### config.mk
export PLATFORM = sky130hd
export DESIGN_NAME = loop_nest_counter
export DESIGN_NICKNAME = d
export VERILOG_FILES = /design/src/rtl/gcn_counter_pkg.sv /design/src/rtl/loop_level_counter.sv /design/src/rtl/loop_nest_counter.sv
export SDC_FILE = /design/constraint.sdc
export NUM_CORES = 1
export LEC_CHECK = 0
export BUFFER_PORTS_ARGS = -buffer_cell sky130_fd_sc_hd__buf_2
export CAP_MARGIN = 0
export CORE_MARGIN = 3
export CORE_UTILIZATION = 40
export CTS_CLUSTER_SIZE = 20
export DETAILED_ROUTE_END_ITERATION = 8
export PLACE_DENSITY = 0.64
export REMOVE_ABC_BUFFERS = 1
export SLEW_MARGIN = 20
export SYNTH_ARGS = -nofsm -noshare
export SYNTH_HDL_FRONTEND = slang
export SYNTH_SLANG_ARGS = --single-unit
### constraint.sdc
create_clock -name clk -period 5.84 [get_ports clk]
set_input_delay 1.168 -clock clk [delete_from_list [all_inputs] [get_ports clk]]
set_output_delay 1.168 -clock clk [all_outputs]
set_load 0.02 [all_outputs]
### src/rtl/gcn_counter_pkg.sv
// Shared types and default widths for the GCN index counters.
package gcn_counter_pkg;

    typedef enum logic {
        IDLE = 1'b0,
        RUN  = 1'b1
    } nest_state_t;

    localparam int DEFAULT_NUM_LEVELS  = 3;
    localparam int DEFAULT_COUNT_WIDTH = 8;

endpackage

### src/rtl/loop_level_counter.sv
// One level of the loop nest: counts 0..bound inclusive, wraps to 0 when stepped at bound.
module loop_level_counter #(
    parameter int COUNT_WIDTH = 8
) (
    input  logic                   clk,
    input  logic                   reset,
    input  logic                   clear,
    input  logic                   step,
    input  logic [COUNT_WIDTH-1:0] bound,
    output logic [COUNT_WIDTH-1:0] count,
    output logic                   at_bound
);

    // Equality compare keeps a full-width bound legal with no overflow path.
    assign at_bound = (count == bound);

    always_ff @(posedge clk or posedge reset) begin
        if (reset) begin
            count <= '0;
        end else if (clear) begin
            count <= '0;
        end else if (step) begin
            if (at_bound) begin
                count <= '0;
            end else begin
                count <= count + 1'b1;
            end
        end
    end

endmodule

### src/rtl/loop_nest_counter.sv
// Cascaded NUM_LEVELS loop-nest counter with start/busy/done handshake.
// Define LOOP_NEST_COUNTER_ABORT_EN to add the abort input.
module loop_nest_counter
    import gcn_counter_pkg::*;
#(
    parameter int NUM_LEVELS  = DEFAULT_NUM_LEVELS,
    parameter int COUNT_WIDTH = DEFAULT_COUNT_WIDTH
) (
    input  logic                              clk,
    input  logic                              reset,
`ifdef LOOP_NEST_COUNTER_ABORT_EN
    input  logic                              abort,
`endif
    input  logic                              start,
    input  logic [NUM_LEVELS*COUNT_WIDTH-1:0] bounds,
    input  logic                              advance,
    output logic [NUM_LEVELS*COUNT_WIDTH-1:0] count,
    output logic [NUM_LEVELS-1:0]             level_wrap,
    output logic                              last,
    output logic                              busy,
    output logic                              done
);

    // Handshake: start is accepted only while busy=0; busy stays high for the
    // whole run, each cycle with advance=1 in RUN is one innermost step, and
    // done pulses for one cycle after the step taken while last=1.

    nest_state_t state, state_next;

    logic [NUM_LEVELS*COUNT_WIDTH-1:0] bound_q;
    logic [NUM_LEVELS-1:0]             at_bound;
    logic [NUM_LEVELS-1:0]             step_en;
    logic                              in_run;
    logic                              abort_now;
    logic                              accept_start;
    logic                              step_ok;
    logic                              final_step;
    logic                              clear;
    logic                              done_q;

`ifdef LOOP_NEST_COUNTER_ABORT_EN
    assign abort_now = abort;
`else
    assign abort_now = 1'b0;
`endif

    assign in_run       = (state == RUN);
    assign accept_start = (state == IDLE) && start;
    assign step_ok      = in_run && advance && !abort_now;
    assign clear        = accept_start || (in_run && abort_now);

    // Carry chain: a level steps when every inner level sits at its bound.
    assign step_en[0] = step_ok;
    for (genvar i = 1; i < NUM_LEVELS; i++) begin : g_carry
        assign step_en[i] = step_en[i-1] && at_bound[i-1];
    end

    for (genvar i = 0; i < NUM_LEVELS; i++) begin : g_level
        loop_level_counter #(
            .COUNT_WIDTH (COUNT_WIDTH)
        ) u_level (
            .clk      (clk),
            .reset    (reset),
            .clear    (clear),
            .step     (step_en[i]),
            .bound    (bound_q[i*COUNT_WIDTH +: COUNT_WIDTH]),
            .count    (count[i*COUNT_WIDTH +: COUNT_WIDTH]),
            .at_bound (at_bound[i])
        );
    end

    assign level_wrap = step_en & at_bound;
    assign last       = in_run && !abort_now && (&at_bound);
    assign final_step = level_wrap[NUM_LEVELS-1];

    always_comb begin
        state_next = state;
        case (state)
            IDLE: begin
                if (start) begin
                    state_next = RUN;
                end
            end
            RUN: begin
                if (abort_now || final_step) begin
                    state_next = IDLE;
                end
            end
            default: state_next = IDLE;
        endcase
    end

    always_ff @(posedge clk or posedge reset) begin
        if (reset) begin
            state   <= IDLE;
            bound_q <= '0;
            done_q  <= 1'b0;
        end else begin
            state  <= state_next;
            done_q <= final_step;
            if (accept_start) begin
                bound_q <= bounds;
            end
        end
    end

    assign busy = in_run;
    assign done = done_q;

endmodule
==> results of run 1 <==
[power groups by stage]
stage | clock network, mW | logic [mW] | registers, mW
after floorplan | 0 | 0.102 | 0.474
after global routing | 0.235 | 0.226 | 0.453
after detailed placement | 0 | 0.202 | 0.449
after CTS | 0.217 | 0.203 | 0.443
after global placement | 0 | 0.198 | 0.447
final | 0.209 | 0.201 | 0.443
[kinds of logic (layout without fill, tap and decap cells)]
| family | Yosys count | after routing | synth area share |
|---|---|---|---|
| AND/OR/NAND/NOR | 145 | 145 | 0.2553 |
| flip-flops | 50 | 50 | 0.4900 |
| AO/OA/AOI/OAI | 35 | 35 | 0.08624 |
| XOR/XNOR | 29 | 29 | 0.09946 |
| buffers and inverters | 22 | 76 | 0.04165 |
| adder cells (fa/ha/maj) | 3 | 3 | 0.01470 |
| multiplexers | 3 | 3 | 0.01274 |
[layout make-up]
| cell class | instances | area share |
|---|---|---|
| flip-flops and latches | 50 | 0.4207 |
| multi-input cells | 215 | 0.4030 |
| repair buffers | 59 | 0.1010 |
| well taps | 75 | 0.03155 |
| clock buffers | 6 | 0.02777 |
| inverters | 9 | 0.01178 |
| clock inverters | 2 | 0.004207 |
[routing by layer]
metal  share of wire  up-vias
li1                -     1072
met1            0.47      984
met2            0.47       49
met3           0.046        5
met4           0.013        0
met5               0        -
[worst max-delay path, cell delays in order]
cell	delay (ps)
buf_2	90
nand2_1	80
or3_1	670
nor3_1	480
buf_2	250
[cell usage after synthesis, types with 4 or more instances]
library cell and n:
nand2_1 88, dfrtp_1 50, xor2_1 20, nor2_1 13
o21ai_0 13, nand3_1 11, a21oi_1 9, inv_1 9
xnor2_1 9, clkbuf_1 7, and3_1 6, nand4_1 5
nor4_1 5, buf_4 4, nor3_1 4
[sequential cells by signal, indices dropped and copies added (netlist names)]
register and cells:
busy 1, g_level.u_level.count 24, bound_q 24, done 1
[metrics by stage]
stage               hold slack [ps]  total power, mW  cell area, µm²  cells    util
detailed placement            485.9           0.6508            2878    408  0.4748
finish                        500.6           0.8522            2974    416  0.4907
floorplan                     465.5           0.5756            2481    274       -
global route                  527.1           0.9147            2974    416  0.4907
CTS                           508.2           0.8634            2973    416  0.4905
global placement              479.5           0.6456            2878    408  0.4748
[worst max path at each step]
stage	depth (start not counted)	start	slack, ps	end
after CTS	5	advance	1990	level_wrap[2]
after global placement	5	advance	2040	level_wrap[2]
after global routing	5	advance	1840	level_wrap[2]
after floorplan	3	advance	2230	level_wrap[2]
final	5	advance	1940	level_wrap[2]
after detailed placement	5	advance	1990	level_wrap[2]
==> qor_table.md, run 1 <==
| Stage | Item | Value |
|:---|:---|:---|
| power and ir drop | Share of total power in sequential cells | 0.520 |
| min path | Hold Path Origin | bound_q[17] |
| clocking | Worst skew pair latency | 300 ps |
| placement | Final HPWL from detailed placement | 4028 µm |
| global routing | Total global-route track usage | 0.1695 |
| power and ir drop | Internal power | 561.5 µW |
| setup path | Required time reported for the critical path endpoint | 4670 ps |
| logic synthesis | Yosys top cell area share | 0.4900 |
| cells and area | Antenna cells | 0 |
| power and ir drop | Static leakage | 1.553 nW |
| global routing | Number of global-route vias before repair | 2,107 |
| clocking | Max clock buf depth | 2 |
| detailed routing | Vias per inst | 5.072 |
| power and ir drop | Pwr Density | 286.5 mW/mm² |
| clocking | Number of buffers created by CTS | 5 |
| die | Initial standard-cell utilization of the core | 0.4213 |
| clocking | Clock root cell | clkbuf_8 |
| cells and area | Area taken by flip-flops and latches | 0.001251 mm² |
| die | Area of the die | 0.007379 mm² |
| die | Core area | 0.006061 mm² |
| logic synthesis | Distinct cell type count after synthesis | 36 |
| cells and area | Area of the multi-input gates | 0.001199 mm² |
| logic synthesis | EDFF count, synth | 0 |
| die | Die width | 85.90 µm |
| cells and area | Total number of nets in the final design | 371 |
| timing | Final hold violation count | 0 |
| placement | Placer Congestion | 0.8340 |
| timing | Worst clock skew | 7.835 ps |
| global routing | Global-route wire length before repair | 10,090 µm |
| power and ir drop | Portion of total power attributed to the clock network | 0.245 |
| clocking | CTS tree | done |
| placement | Post-Place Setup Slack | 1990 ps |
| timing | Worst rel slew slack | 0.4406 |
| logic synthesis | Ranking of synthesized cells by area | dfrtp_1, nand2_1, xor2_1, xnor2_1, o21ai_0 |
| setup path | Startpoint class of the critical path | primary input |
| cells and area | Fraction of final layout cells with drive strength greater than 1 | 0.2170 |
| setup path | RR Startpoint | g_level[0].u_level.count[2] |
| setup path | Max Fanout on Critical Path | 19 |
| cells and area | Filler instances | 619 |
| timing | Actual slew at the worst max-slew pin | 839.1 ps |
| clocking | Sinks on the clock net | 50 |
| setup path | Crit. End Element | primary output |
| die | IO Count | 58 |
| timing | Achievable clock frequency | 256.2 MHz |
| cells and area | Commonest non-fill, non-tap cells in the layout | nand2_1, buf_2, dfrtp_1, xor2_1 |
| setup path | Signal arrival time at the worst endpoint | 2740 ps |
| min path | Worst Hold Class | reg2reg |
| detailed routing | Remaining routing DRC violations | 0 |
| clocking | Count of hold-fix buffers inserted at cts | 0 |
| global routing | Total gr overflow | 0 |
| timing | Final Max Slew Viols | 0 |
| power and ir drop | Switching fraction of total power | 0.3411 |
| detailed routing | WL final | 5838 µm |
| placement | Count of port buffers added during placement | 57 |
| logic synthesis | Number of warnings issued by yosys | 0 |
| job | Number of max-cap violations | 0 |
| logic synthesis | Cell area after technology mapping | 0.002554 mm² |
| timing | Post-layout minimum cycle time | 3904 ps |
| clocking | Htree depth | 2 |
| logic synthesis | Share of flip-flops with an asynchronous set or reset | 1.000 |
| global routing | Pin count of the biggest net entering global routing | 51 |
| cells and area | Leading cell type in the layout, fill and taps excluded | nand2_1 |
| logic synthesis | Syn Inst Count | 287 |
| timing | Endpoints failing setup | 0 |
| global routing | Global-route track usage on met2 | 0.2754 |
| timing | Aggregate negative setup slack | 0 ps |
| min path | Depth of the worst hold-timing path | 2 |
| detailed routing | Number of DRC violations after detailed-routing iteration 0 | 81 |
| cells and area | Synthesis-to-finish area growth | 16.46% |
| timing | Setup repair after global routing missed its margin | no |
| power and ir drop | Max VDD drop | 0.1229 mV |
| setup path | Endpoint of the most critical register-to-register path | g_level[2].u_level.count[6] |
| detailed routing | Total iterations of the first detailed-routing run | 4 |
| logic synthesis | Synth Flop Type | dfrtp_1 |
| detailed routing | Per-cell routed wire length | 14.03 µm |
| power and ir drop | Portion of total power attributed to combinational logic | 0.236 |
| status | Result of the run | finished clean |
| logic synthesis | Number of synthesized register bits | 50 |
| global routing | Antenna violations before repair | 0 |
| global routing | Met3 Resource Use GR | 0.02690 |
| logic synthesis | Avg Inst Size Synth | 8.898 µm² |
| global routing | Global-route layer with the greatest usage | met2 |
| min path | Sink of the worst hold path | bound_q[17] |
| clocking | Clock slew at reported path FFs | 80 ps |
| logic synthesis | Sequential element share of the synthesized area | 0.4900 |
| logic synthesis | Cell type with the highest aggregate area in the netlist | dfrtp_1 |
| power and ir drop | Total net switching power | 290.6 µW |
| clocking | Number of gates resized after cts | 0 |
| detailed routing | Post-route antenna net violation count | 0 |
| clocking | Buffer count from post-CTS setup fixing | 0 |
| setup path | Internal reg-to-reg setup slack | 3360 ps |
| setup path | Worst Setup Path Type | in2out |
| detailed routing | Via count of the routed design | 2,110 |
| timing | Fraction of the cycle the final worst path needs | 0.6684 |
| timing | Setup WS post-layout | 1936 ps |
| die | Die H | 85.90 µm |
| global routing | Met1 track demand over resource in global routing | 0.2278 |
| die | Row count | 28 |
| setup path | Worst R2R Path Depth | 6 |
No activity file was read; power rests on OpenSTA's default activity.
==> run 2, diff against run 1 <==
==> constraint.sdc (replaced) <==
create_clock -name clk -period 3.8 [get_ports clk]
set_input_delay 0.76 -clock clk [delete_from_list [all_inputs] [get_ports clk]]
set_output_delay 0.76 -clock clk [all_outputs]
set_load 0.02 [all_outputs]
==> qor_table.md, run 2 (synthesis gave the netlist of run 1 again) <==
| Stage | Item | Value | Delta |
|:---|:---|:---|:---|
| global routing | Global-route wire length before repair | 10,070 µm | was 10,090 µm |
| detailed routing | Total iterations of the first detailed-routing run | 4 | unchanged |
| placement | Count of port buffers added during placement | 57 | unchanged |
| setup path | Max Fanout on Critical Path | 19 | unchanged |
| setup path | Internal reg-to-reg setup slack | 1370 ps | was 3360 ps |
| setup path | Worst path top cell family by delay | simple AND/OR/NAND/NOR gates | unchanged |
| global routing | Antenna violations before repair | 0 | unchanged |
| timing | Post-layout minimum cycle time | 3216 ps |  |
| setup path | Count of buffering cells on the critical path with inverters included | 1 | was 2 |
| detailed routing | Remaining routing DRC violations | 0 | unchanged |
| cells and area | Leading cell type in the layout, fill and taps excluded | nand2_1 | unchanged |
| timing | Worst rel slew slack | 0.4305 | was 0.4406 |
| cells and area | Total number of nets in the final design | 371 | unchanged |
| detailed routing | Via count of the routed design | 2,137 | was 2,110 |
| placement | Placer Congestion | 0.8307 | was 0.8340 |
| setup path | RR Startpoint | g_level[0].u_level.count[2] | unchanged |
| timing | Aggregate negative setup slack | 0 ps | unchanged |
| setup path | Signal arrival time at the worst endpoint | 2460 ps | was 2740 ps |
| detailed routing | Vias per inst | 5.137 | was 5.072 |
| clocking | Sinks on the clock net | 50 | unchanged |
| timing | Fraction of the cycle the final worst path needs | 0.8462 |  |
| detailed routing | Number of DRC violations after detailed-routing iteration 0 | 144 | was 81 |
| setup path | Slowest stage cell, crit path | or3_1 | unchanged |
| die | Die width | 85.90 µm | unchanged |
| job | Number of max-cap violations | 0 | unchanged |
| power and ir drop | Switching fraction of total power | 0.3123 | was 0.3411 |
| power and ir drop | Portion of total power attributed to the clock network | 0.320 | was 0.245 |
| setup path | Worst Setup Path Type | reg2out | was in2out |
| timing | Setup repair after global routing missed its margin | no | unchanged |
| power and ir drop | Internal power | 996.8 µW | was 561.5 µW |
| cells and area | Antenna cells | 0 | unchanged |
| setup path | Critical path cell sequence | xnor2_1 > nand4_1 > or3_1 > nor3_1 > buf_2 | was buf_2 > nand2_1 > or3_1 > nor3_1 > buf_2 |
| setup path | Required time reported for the critical path endpoint | 3040 ps | was 4670 ps |
| setup path | Endpoint of the most critical register-to-register path | g_level[2].u_level.count[7] | was g_level[2].u_level.count[6] |
| power and ir drop | Portion of total power attributed to combinational logic | 0.211 | was 0.236 |
| timing | Final Max Slew Viols | 0 | unchanged |
| clocking | CTS tree | done | unchanged |
| clocking | Count of hold-fix buffers inserted at cts | 0 | unchanged |
| setup path | Critical path's largest stage delay | 650 ps | was 670 ps |
| cells and area | Fraction of final layout cells with drive strength greater than 1 | 0.2170 | unchanged |
| placement | Final HPWL from detailed placement | 4115 µm | was 4028 µm |
| clocking | Number of buffers created by CTS | 5 | unchanged |
| power and ir drop | Max VDD drop | 0.1878 mV | was 0.1229 mV |
| clocking | Worst skew pair latency | 300 ps | about the same |
| setup path | Startpoint class of the critical path | flip-flop | was primary input |
| cells and area | Commonest non-fill, non-tap cells in the layout | nand2_1, buf_2, dfrtp_1, xor2_1 | unchanged |
| power and ir drop | Static leakage | 1.577 nW | was 1.553 nW |
| die | Row count | 28 | unchanged |
| clocking | Htree depth | 2 | unchanged |
| die | Area of the die | 0.007379 mm² | unchanged |
| setup path | Startpoint of the worst setup timing path | g_level[0].u_level.count[2] | was advance |
| timing | Worst-case hold slack | 503.4 ps | was 500.6 ps |
| setup path | Crit. End Element | primary output | unchanged |
| power and ir drop | Share of total power in sequential cells | 0.469 | was 0.520 |
| setup path | Worst R2R Path Depth | 6 | unchanged |
| global routing | Pin count of the biggest net entering global routing | 51 | unchanged |
| timing | Worst clock skew | 7.313 ps | was 7.835 ps |
| power and ir drop | Total net switching power | 452.6 µW | was 290.6 µW |
| timing | Final hold violation count | 0 | unchanged |
| min path | Worst Hold Class | reg2reg | unchanged |
| timing | Actual slew at the worst max-slew pin | 854.3 ps | was 839.1 ps |
| clocking | Buffer count from post-CTS setup fixing | 0 | unchanged |
| cells and area | Synthesis-to-finish area growth | 18.32% | was 16.46% |
| timing | Achievable clock frequency | 311.0 MHz |  |
| clocking | Number of gates resized after cts | 0 | unchanged |
| setup path | Number of gates on the worst path with buffers counted | 5 | unchanged |
| clocking | Clock root cell | clkbuf_8 | unchanged |
| clocking | Clock slew at reported path FFs | 100 ps | was 80 ps |
| min path | Hold Path Origin | bound_q[22] | was bound_q[17] |
| die | Core area | 0.006061 mm² | unchanged |
| setup path | Critical Path Sink | level_wrap[2] | unchanged |
| detailed routing | WL final | 5832 µm | was 5838 µm |
| global routing | Total gr overflow | 0 | unchanged |
| clocking | Max clock buf depth | 2 | unchanged |
| die | Die H | 85.90 µm | unchanged |
| cells and area | Registers with the most flip-flops | bound_q (24), g_level.u_level.count (24) | unchanged |
| status | Result of the run | finished clean | unchanged |
| power and ir drop | Pwr Density | 479.7 mW/mm² | was 286.5 mW/mm² |
| detailed routing | Per-cell routed wire length | 14.02 µm | was 14.03 µm |
| global routing | Number of global-route vias before repair | 2,162 | was 2,107 |
| global routing | Total global-route track usage | 0.1682 | was 0.1695 |
| detailed routing | Post-route antenna net violation count | 0 | unchanged |
| die | IO Count | 58 | unchanged |
| timing | Endpoints failing setup | 0 | unchanged |
| die | Initial standard-cell utilization of the core | 0.4213 | unchanged |
[run 2: through the flow]
stage                     area, µm²  power, mW  utilization  setup slack (ps)  std cells
after floorplan                2481     0.8847            -              1010        274
after global placement         2878     0.9909       0.4748             809.7        408
after detailed placement       2878      1.001       0.4748             776.6        408
after CTS                      3020      1.466       0.4983             554.9        416
after global routing           3022      1.537       0.4986             404.9        416
final                          3022      1.449       0.4986             584.5        416
[run 2: how the worst min path moves through the flow]
stage / to / slack (ps) / depth (start not counted)
finish: bound_q[22] / 500 / 2
global route: bound_q[6] / 530 / 2
CTS: bound_q[22] / 510 / 2
detailed placement: bound_q[22] / 480 / 2
global placement: bound_q[22] / 480 / 2
floorplan: bound_q[10] / 470 / 2
[run 2: area by class of cell]
| cell class | instances | area (µm²) |
|---|---|---|
| timing repair buffer | 59 | 300.3 |
| clock buffer | 6 | 82.58 |
| fill | 577 | 3039 |
| clock inverter | 2 | 60.06 |
| sequential | 50 | 1251 |
| multi-input combinational | 215 | 1199 |
| tap | 75 | 93.84 |
| inverter | 9 | 35.03 |
[run 2: power groups by stage]
stage                     clock network (mW)  registers (mW)  logic (mW)
after global placement                     0           0.687       0.304
after global routing                   0.493           0.693       0.350
after CTS                              0.474           0.680       0.312
final                                  0.463           0.680       0.306
after floorplan                            0           0.728       0.157
after detailed placement                   0           0.690       0.311
[run 2: layer usage]
layer	GRT usage	share of wire	up-vias
li1	-	-	1072
met1	0.2310	0.47	1009
met2	0.2740	0.47	52
met3	0.03458	0.053	4
met4	0.03885	0.0087	0
met5	0	0	-
[run 2: worst register-to-register path: stages (launching register included)]
cell and delay [ps]:
dfrtp_1 470, xnor2_1 180, nand4_1 170, or3_1 650
inv_1 390, a41oi_1 170, a311oi_1 300
